File: src/rtl/sram_access_sequencer_pkg.sv
// Shared SRAM geometry and sequencer state encoding for the MEM-stage SRAM path.
package arm_mem_pkg;

  localparam int SRAM_AW = 18;
  localparam int SRAM_DW = 16;

  typedef enum logic [1:0] {
    IDLE = 2'd0,
    LO   = 2'd1,
    HI   = 2'd2,
    DONE = 2'd3
  } sram_state_t;

endpackage

File: src/rtl/sram_access_sequencer_if.sv
// Pipeline-side request/response and external SRAM bus signals of the MEM-stage sequencer.
interface sram_access_sequencer_if;
  import arm_mem_pkg::*;

  logic               mem_r_en;
  logic               mem_w_en;
  logic [31:0]        alu_res;
  logic [31:0]        val_rm;
  logic               ready;
  logic [31:0]        read_data;
  logic [SRAM_AW-1:0] sram_addr;
  logic [SRAM_DW-1:0] sram_dq_out;
  logic               sram_dq_oe;
  logic [SRAM_DW-1:0] sram_dq_in;
  logic               sram_we_n;
  logic               addr_err;

  modport slave (
    input  mem_r_en, mem_w_en, alu_res, val_rm, sram_dq_in,
    output ready, read_data, sram_addr, sram_dq_out, sram_dq_oe, sram_we_n, addr_err
  );

  modport master (
    output mem_r_en, mem_w_en, alu_res, val_rm, sram_dq_in,
    input  ready, read_data, sram_addr, sram_dq_out, sram_dq_oe, sram_we_n, addr_err
  );

endinterface

File: src/rtl/sram_access_sequencer_wait_timer.sv
// Phase-length counter: last_cycle marks the final cycle of a WAIT_CYCLES+1 long half-word phase.
module sram_wait_timer #(
  parameter int WAIT_CYCLES = 1
) (
  input  logic clk,
  input  logic rst,
  input  logic load,
  input  logic tick,
  output logic last_cycle
);

  logic [2:0] count_reg;

  always_ff @(posedge clk) begin
    if (!rst) begin
      count_reg <= 3'd0;
    end else if (load) begin
      count_reg <= 3'd0;
    end else if (tick) begin
      count_reg <= count_reg + 3'd1;
    end
  end

  assign last_cycle = (count_reg == 3'(WAIT_CYCLES));

endmodule

File: src/rtl/sram_access_sequencer.sv
// Runs each 32-bit MEM-stage load/store as two 16-bit SRAM phases, holding ready low meanwhile.
// Optional out-of-range address trap enabled by defining SRAM_RANGE_CHECK_EN.
module sram_access_sequencer
  import arm_mem_pkg::*;
#(
  parameter int          WAIT_CYCLES = 1,
  parameter logic [31:0] BASE_ADDR   = 32'd1024
) (
  input logic                    clk,
  input logic                    rst,
  sram_access_sequencer_if.slave bus
);

  sram_state_t        state_reg, state_next;
  logic               req;
  logic [16:0]        hw_idx;
  logic               timer_load, timer_tick, last_cycle;
  logic               is_write_reg;
  logic [15:0]        hi_data_reg;
  logic [31:0]        read_data_reg;
  logic [SRAM_AW-1:0] sram_addr_reg;
  logic [SRAM_DW-1:0] dq_out_reg;
  logic               dq_oe_reg;
  logic               we_n_reg;

  assign req    = bus.mem_r_en | bus.mem_w_en;
  assign hw_idx = 17'((bus.alu_res - BASE_ADDR) >> 2);

`ifdef SRAM_RANGE_CHECK_EN
  logic range_err;
  logic addr_err_reg;
  assign range_err    = (bus.alu_res < BASE_ADDR) || ((bus.alu_res - BASE_ADDR) >= 32'h0008_0000);
  assign bus.addr_err = addr_err_reg;
`else
  assign bus.addr_err = 1'b0;
`endif

  sram_wait_timer #(.WAIT_CYCLES(WAIT_CYCLES)) u_timer (
    .clk        (clk),
    .rst        (rst),
    .load       (timer_load),
    .tick       (timer_tick),
    .last_cycle (last_cycle)
  );

  always_comb begin
    state_next = state_reg;
    timer_load = 1'b0;
    timer_tick = 1'b0;
    case (state_reg)
      IDLE: if (req) begin
        timer_load = 1'b1;
        state_next = LO;
`ifdef SRAM_RANGE_CHECK_EN
        if (range_err) state_next = DONE;
`endif
      end
      LO: if (last_cycle) begin
        timer_load = 1'b1;
        state_next = HI;
      end else begin
        timer_tick = 1'b1;
      end
      HI: if (last_cycle) state_next = DONE;
          else            timer_tick = 1'b1;
      DONE:    state_next = IDLE;
      default: state_next = IDLE;
    endcase
  end

  // Request fields are latched in IDLE so later input changes cannot disturb the access.
  always_ff @(posedge clk) begin
    if (!rst) begin
      state_reg     <= IDLE;
      is_write_reg  <= 1'b0;
      hi_data_reg   <= 16'd0;
      read_data_reg <= 32'd0;
      sram_addr_reg <= '0;
      dq_out_reg    <= '0;
      dq_oe_reg     <= 1'b0;
      we_n_reg      <= 1'b1;
`ifdef SRAM_RANGE_CHECK_EN
      addr_err_reg  <= 1'b0;
`endif
    end else begin
      state_reg <= state_next;
      case (state_reg)
        IDLE: if (req) begin
`ifdef SRAM_RANGE_CHECK_EN
          if (range_err) begin
            addr_err_reg <= 1'b1;
            if (!bus.mem_w_en) read_data_reg <= 32'd0;
          end else
`endif
          begin
            sram_addr_reg <= {hw_idx, 1'b0};
            is_write_reg  <= bus.mem_w_en;
            hi_data_reg   <= bus.val_rm[31:16];
            if (bus.mem_w_en) begin
              dq_out_reg <= bus.val_rm[15:0];
              dq_oe_reg  <= 1'b1;
              we_n_reg   <= 1'b0;
            end
          end
        end
        LO: if (last_cycle) begin
          if (!is_write_reg) read_data_reg[15:0] <= bus.sram_dq_in;
          else               dq_out_reg          <= hi_data_reg;
          sram_addr_reg <= {sram_addr_reg[SRAM_AW-1:1], 1'b1};
        end
        HI: if (last_cycle) begin
          if (!is_write_reg) read_data_reg[31:16] <= bus.sram_dq_in;
          we_n_reg  <= 1'b1;
          dq_oe_reg <= 1'b0;
        end
        default: ;
      endcase
    end
  end

  assign bus.ready       = (state_reg == DONE) || ((state_reg == IDLE) && !req);
  assign bus.read_data   = read_data_reg;
  assign bus.sram_addr   = sram_addr_reg;
  assign bus.sram_dq_out = dq_out_reg;
  assign bus.sram_dq_oe  = dq_oe_reg;
  assign bus.sram_we_n   = we_n_reg;

endmodule

File: src/flat_wrapper.sv
// flat-port wrapper written by rule: the top's interface ports become plain ports
module sram_access_sequencer_flat import arm_mem_pkg::*;
#(
  parameter int          WAIT_CYCLES = 1,
  parameter logic [31:0] BASE_ADDR   = 32'd1024
)
  (clk, rst, bus_mem_r_en, bus_mem_w_en, bus_alu_res, bus_val_rm, bus_sram_dq_in, bus_ready, bus_read_data, bus_sram_addr, bus_sram_dq_out, bus_sram_dq_oe, bus_sram_we_n, bus_addr_err);
  sram_access_sequencer_if bus_i ();
  input logic clk;
  input logic rst;
  input wire logic [$bits(bus_i.mem_r_en)-1:0] bus_mem_r_en;
  input wire logic [$bits(bus_i.mem_w_en)-1:0] bus_mem_w_en;
  input wire logic [$bits(bus_i.alu_res)-1:0] bus_alu_res;
  input wire logic [$bits(bus_i.val_rm)-1:0] bus_val_rm;
  input wire logic [$bits(bus_i.sram_dq_in)-1:0] bus_sram_dq_in;
  output wire logic [$bits(bus_i.ready)-1:0] bus_ready;
  output wire logic [$bits(bus_i.read_data)-1:0] bus_read_data;
  output wire logic [$bits(bus_i.sram_addr)-1:0] bus_sram_addr;
  output wire logic [$bits(bus_i.sram_dq_out)-1:0] bus_sram_dq_out;
  output wire logic [$bits(bus_i.sram_dq_oe)-1:0] bus_sram_dq_oe;
  output wire logic [$bits(bus_i.sram_we_n)-1:0] bus_sram_we_n;
  output wire logic [$bits(bus_i.addr_err)-1:0] bus_addr_err;
  assign bus_i.mem_r_en = bus_mem_r_en;
  assign bus_i.mem_w_en = bus_mem_w_en;
  assign bus_i.alu_res = bus_alu_res;
  assign bus_i.val_rm = bus_val_rm;
  assign bus_i.sram_dq_in = bus_sram_dq_in;
  assign bus_ready = bus_i.ready;
  assign bus_read_data = bus_i.read_data;
  assign bus_sram_addr = bus_i.sram_addr;
  assign bus_sram_dq_out = bus_i.sram_dq_out;
  assign bus_sram_dq_oe = bus_i.sram_dq_oe;
  assign bus_sram_we_n = bus_i.sram_we_n;
  assign bus_addr_err = bus_i.addr_err;
  sram_access_sequencer #(.WAIT_CYCLES(WAIT_CYCLES), .BASE_ADDR(BASE_ADDR)) u_core (.clk(clk), .rst(rst), .bus(bus_i));
endmodule
File: config.mk
export PLATFORM = sky130hd
export DESIGN_NAME = sram_access_sequencer_flat
export DESIGN_NICKNAME = d
export VERILOG_FILES = /design/src/rtl/sram_access_sequencer_pkg.sv /design/src/rtl/sram_access_sequencer_if.sv /design/src/rtl/sram_access_sequencer_wait_timer.sv /design/src/rtl/sram_access_sequencer.sv /design/src/flat_wrapper.sv
export SDC_FILE = /design/constraint.sdc
export NUM_CORES = 1
export LEC_CHECK = 0
export CORE_UTILIZATION = 39
export DETAILED_ROUTE_END_ITERATION = 6
export PLACE_DENSITY = 0.76
export SLEW_MARGIN = 20
export SYNTH_ARGS = -nofsm -noshare
export SYNTH_HDL_FRONTEND = slang
export SYNTH_SLANG_ARGS = --single-unit
File: constraint.sdc
create_clock -name clk -period 1.4 [get_ports clk]
set_input_delay 0.14 -clock clk [delete_from_list [all_inputs] [get_ports clk]]
set_output_delay 0.14 -clock clk [all_outputs]
set_load 0.05 [all_outputs]
==> impl_metrics.tcl, run 1 <==
set metrics [dict create \
    grt_remaining_overflow 0 \
    ant_nets 0 \
    clock_latency_ns 0.35 \
    initial_core_util 0.410 \
    grt_pass1_wl_um 17000 \
    largest_reg_flops 32 \
    dr.first_iter.drc_count 85 \
    ys.flop_type "dfxtp_1" \
    synth-seq-area-share 0.469 \
    finalSetupTns_ns -5.50 \
    maxCapViolCount 0 \
    r2r_start "u_core.state_reg[1]" \
    area_growth_pct 74.6 \
    grt_antenna_before_repair 0 \
    critical_path.endpoint_type "output port" \
    portBuffers 137 \
    hold_end "u_core.hi_data_reg[8]" \
    violations "setup timing" \
    numCtsBuffers 9 \
    critPathArrivalTime_ns 1.50 \
    io_pins 154 \
    syn_area_per_cell_sq_um 8.07 \
    hold_class "in -> reg" \
    clkSinkCount 90 \
    relSlewSlack 0.513 \
    synth_enable_flop_cells 0 \
    grt.total_usage 0.209 \
    vias_per_cell 5.19 \
    grt_max_degree 46 \
    critPathSlowestCell "or3b_4" \
    fin_crit_ns 1.64 \
    detailed_place.area_sq_um 5480 \
    synthArstFlopShare 0 \
    synth_top_cell_by_area "dfxtp_1" \
    min_from "bus_val_rm[24]" \
    synth_area_leaders "dfxtp_1 47%, nand2_1 11%, a21oi_1 8.5%, o21ai_0 4.4%, a21o_1 3.1%" \
    period_share 1.17 \
    max_freq_mhz 611 \
    cp_top_family "simple AND/OR/NAND/NOR gates" \
    critPathMaxStageDelay_ns 0.40 \
    start_kind "register" \
    nets 739 \
    ys_ff_latch 90 \
    crit_buf_inv 2 \
    rsz0062_at_grt "yes" \
    cts_tree "done" \
    fp-row-count 35 \
    setup-violations-final 64 \
    core_area_sq_um 9370 \
    skew_ns 0.0192 \
    power_w 0.0138 \
    place_congestion 0.741 \
    holdPathStages 3 \
    drc_errors 0 \
    worstMarginPinSlew_ns 0.730 \
    cp_max_fo 2 \
    syn_inst 476 \
    leakagePower_nw 2.79 \
    clockBufferDepth 2 \
    status "complete, but fails checks" \
    path_cells "inv_2 -> ha_4 -> or3b_4 -> nand2b_4 -> buf_12" \
    r2r_slack_ns -0.18 \
    path_class "reg -> out" \
    htreeDepth 3 \
    diodes 0 \
    die_h_um 101 \
    worstRegToRegCells 7 \
    rr_endpoint "u_core.state_reg[1]" \
    vdd_drop_max_mv 1.02 \
    worst_slack_ns -0.237 \
    synth_cell_types 40 \
    stdcell_area_sq_um 6710 \
    wirelength_um 12500 \
    dieWidth_um 101 \
    clk_pin_slew_ns 0.10 \
    wl_per_cell_um 16.0 \
    netlist.area_leader.share 0.469 \
    finalHoldViolCount 0 \
    vias 4055 \
    synth.net_count 568 \
    cts_root_buf "clkbuf_8" \
    yosys_warnings 0 \
    worst-endpoint-required_ns 1.26 \
    die_area_sq_um 10300 \
    finalMaxSlewViolations 0 \
    netlist_area_sq_um 3840 \
    dp_hpwl_um 7230 \
    drive_above_1_share 0.494 \
    grt_pass1_vias 3860 \
    first_pass_iters 4 \
    p_per_area_nw_per_um2 2050 \
]
==> cell usage after synthesis, types with 2 or more instances <==
library cell and instances:
a21o_1 16, a21oi_1 65, a21oi_2 3, a31oi_1 16, and2_1 2, buf_12 2
buf_2 12, buf_4 2, buf_6 4, clkbuf_1 13, clkbuf_2 2, dfxtp_1 90
ha_1 8, inv_1 22, mux2i_1 2, nand2_1 113, nand2b_1 2, nand3_1 3
nor2_1 19, nor3_1 5, nor3b_1 9, o21ai_0 34, o21ai_1 7, o21ai_2 2
xnor2_1 3, xor2_1 6
==> layout make-up <==
cell class	count	area, sq um
clock buffers	10	128
flip-flops and latches	90	1810
inverters	22	82.6
repair buffers	194	1940
multi-input cells	330	2500
clock inverters	6	96.3
fillers	679	2660
well taps	129	161
==> worst max-delay path by stage <==
| stage | startpoint | endpoint | cells after the start |
|---|---|---|---|
| 6_report | u_core.state_reg[1] | bus_ready | 5 |
| 5_1_grt | u_core.state_reg[1] | bus_ready | 5 |
| 4_1_cts | u_core.state_reg[0] | bus_ready | 5 |
| 3_5_place_dp | bus_mem_w_en | u_core.bus.sram_addr[17] | 5 |
| 3_3_place_gp | bus_mem_w_en | u_core.bus.sram_addr[16] | 5 |
| 2_1_floorplan | u_core.state_reg[1] | u_core.state_reg[1] | 7 |
==> metal layers <==
layer  GRT usage  vias to the layer above  routed length, um  share of wire
li1            -                     1937                  -              -
met1       0.237                     1938               4890           0.39
met2       0.371                      155               6510           0.52
met3      0.0552                       25                871          0.070
met4      0.0914                        0                246          0.020
met5           0                        -                  0              0
==> tightest hold or removal path, cell delays in order <==
cell,delay [ns]
clkdlybuf4s50_1,0.40
nand2_1,0.07
a21oi_2,0.05
==> through the flow <==
| stage | worst slack, ns | cells | hold slack (ns) | utilization |
|---|---|---|---|---|
| 2_1_floorplan | -0.0742 | 476 | 0.276 | - |
| 3_3_place_gp | -0.157 | 745 | 0.438 | 0.585 |
| 3_5_place_dp | -0.227 | 745 | 0.444 | 0.585 |
| 4_1_cts | -0.254 | 770 | 0.327 | 0.629 |
| 5_1_grt | -0.273 | 781 | 0.341 | 0.716 |
| 6_report | -0.237 | 781 | 0.352 | 0.716 |
==> cell usage in the layout (no fill, tap or decap), types with 7 or more instances in the layout <==
master / instances
nand2_2: 54
a21oi_2: 49
clkbuf_8: 9
nand2_4: 26
nand2_1: 33
nor2_1: 16
o21ai_0: 16
buf_4: 96
buf_12: 13
a31oi_1: 16
dfxtp_1: 86
inv_1: 18
a21oi_1: 19
o21ai_1: 18
a21o_1: 16
buf_6: 8
o21ai_2: 7
clkdlybuf4s50_1: 68
==> cell families after synthesis <==
kind of cell | after synthesis | synth area share
AOI/OAI and AO/OA | 147 | 0.215
xor gates and xnor gates | 9 | 0.0205
and+or+nand+nor | 161 | 0.184
other | 1 | 0.000976
DFF | 90 | 0.469
buffers and inverters | 58 | 0.0794
muxes | 2 | 0.00521
adders and majority gates | 8 | 0.0260
==> power by group <==
part / internal, W / total (W) / leakage [nW] / switching (W)
clock: 0.00103 / 0.00200 / 0.109 / 0.000964
sequential: 0.00317 / 0.00361 / 0.737 / 0.000436
combinational: 0.00356 / 0.00818 / 1.95 / 0.00462
total: 0.00776 / 0.0138 / 2.79 / 0.00602
==> timing repair <==
action,CTS,global route
endpoints found under the setup margin,57,89
resized for setup,48,188
endpoints found under the hold margin,0,0
hold buffers,0,0
pin swaps,14,73
gates cloned,2,8
setup buffers,8,6
Note: power is estimated with default switching activity, not from simulation.
==> run 2: changes to the inputs <==
--- a/constraint.sdc
+++ b/constraint.sdc
@@ -3,2 +3,2 @@
 set_output_delay 0.14 -clock clk [all_outputs]
-set_load 0.05 [all_outputs]
+set_load 0.005 [all_outputs]
==> impl_metrics.tcl, run 2 (synthesized netlist as in run 1, its figures left out) <==
set metrics [dict create \
    finalMaxSlewViolations 0 \
    cts_tree "done" \
    num-fill-cells 744 \
    wl_per_cell_um 14.9 \
    vdd_drop_max_mv 0.731 \
    die_h_um 101 \
    dieWidth_um 101 \
    max_freq_mhz 636 \
    clockBufferDepth 2 \
    grt_max_degree 34 \
    start_kind "register" \
    skew_ns 0.0109 \
    leakagePower_nw 2.87 \
    rsz0062_at_grt "yes" \
    critPathMaxStageDelay_ns 0.37 \
    nets 725 \
    largest_reg_flops 32 \
    place_congestion 0.770 \
    area_growth_pct 65.5 \
    die_area_sq_um 10300 \
    cp_max_fo 2 \
    vias 3870 \
    setup-violations-final 46 \
    fin_crit_ns 1.57 \
    grt_pass1_vias 3699 \
    htreeDepth 3 \
    grt_antenna_before_repair 0 \
    clk_pin_slew_ns 0.09 \
    diodes 0 \
    status "complete, but fails checks" \
    grt_remaining_overflow 0 \
    post-place-cells 746 \
    final_cell_mix "119 x clkdlybuf4s50_1, 82 x nand2_1, 72 x dfxtp_1, 36 x a21oi_1" \
    initial_core_util 0.410 \
    grt.total_usage 0.203 \
    stdcell_count 767 \
    core_area_sq_um 9370 \
    grt_pass1_wl_um 16500 \
    cts_root_buf "clkbuf_8" \
    maxCapViolCount 0 \
    cp_top_family "simple AND/OR/NAND/NOR gates" \
    crit_buf_inv 2 \
    clock_latency_ns 0.36 \
    path_cells "inv_2 -> ha_4 -> or3b_4 -> nand2b_1 -> buf_2" \
    numCtsBuffers 9 \
    violations "setup timing" \
    drc_errors 0 \
    worst_slack_ns -0.172 \
    ant_nets 0 \
    portBuffers 137 \
    fp-row-count 35 \
    critPathSlowestCell "or3b_4" \
    wirelength_um 11500 \
    final_common_cell "clkdlybuf4s50_1" \
    path_class "reg -> out" \
    dp_hpwl_um 7250 \
    period_share 1.12 \
    critPathArrivalTime_ns 1.43 \
    worst-endpoint-required_ns 1.26 \
    finalHoldViolCount 0 \
    p_per_area_nw_per_um2 1650 \
    vias_per_cell 5.05 \
    ctsHoldBuffers 0 \
    hold_class "in -> reg" \
    finalSetupTns_ns -2.02 \
    first_pass_iters 5 \
    critical_path.endpoint_type "output port" \
    io_pins 154 \
    clkSinkCount 90 \
    dr.first_iter.drc_count 67 \
    drive_above_1_share 0.271 \
    power_w 0.0105 \
]
==> run 2: cell types whose count changed in the layout (fill, tap and decap cells not counted), moves of 5 or more <==
cell             change
a21oi_1             +17
dfxtp_2             +14
dfxtp_1             -14
dlymetal6s2s_1      +16
nand2_2             -50
a21oi_2             -17
o21ai_0              +8
nand2_1             +49
buf_12               -7
clkdlybuf4s50_1     +51
buf_6                -5
buf_4               -64
==> run 2: worst min-delay path, stage by stage <==
cell and delay [ns]:
clkdlybuf4s50_1 0.40, nand2_1 0.06, a21oi_1 0.05
==> run 2: worst paths after layout <==
path / slack (ns) / from / end / cells after the start
min reg2reg: 0.44 / u_core.bus.sram_addr[14] / u_core.bus.sram_addr[14] / 2
max: -0.17 / u_core.state_reg[0] / bus_ready / 5
min: 0.33 / bus_val_rm[30] / u_core.hi_data_reg[14] / 3
max reg2reg: -0.14 / u_core.state_reg[0] / u_core.bus.sram_dq_out[15] / 8
==> run 2: what timing repair did <==
action	CTS	global route
resized for setup	21	145
setup endpoints to repair	83	112
pin swaps	1	61
setup buffers	0	2
cloned	1	3
==> run 2: metrics by stage <==
step	setup slack [ns]	hold slack [ns]	cell area (sq um)	util
floorplan	-0.0657	0.276	3870	-
global placement	-0.289	0.436	5550	0.592
detailed placement	-0.283	0.442	5550	0.592
CTS	-0.177	0.325	5810	0.620
global route	-0.236	0.322	6360	0.679
finish	-0.172	0.327	6360	0.679
==> run 2: area by class of cell <==
type                            instances  area (sq um)  area share
Clock inverter                          6          78.8      0.0124
Tap cell                              129           161      0.0254
Timing Repair Buffer                  182          1880       0.295
Multi-Input combinational cell        328          2210       0.347
Clock buffer                           10           128      0.0201
Inverter                               22          82.6      0.0130
Sequential cell                        90          1820       0.287
==> run 2: metal layers <==
layer | GRT usage | vias to the layer above | share of wire
met5 | 0 | - | 0
met4 | 0.0569 | 0 | 0.015
met3 | 0.0821 | 18 | 0.091
met2 | 0.351 | 142 | 0.50
met1 | 0.231 | 1815 | 0.39
li1 | - | 1895 | -
==> run 2: report_power, final <==
part           switching, W  total, W  internal (W)
logic               0.00247   0.00514       0.00267
clock network      0.000980   0.00183      0.000847
registers          0.000334   0.00353       0.00319
total               0.00379    0.0105       0.00671
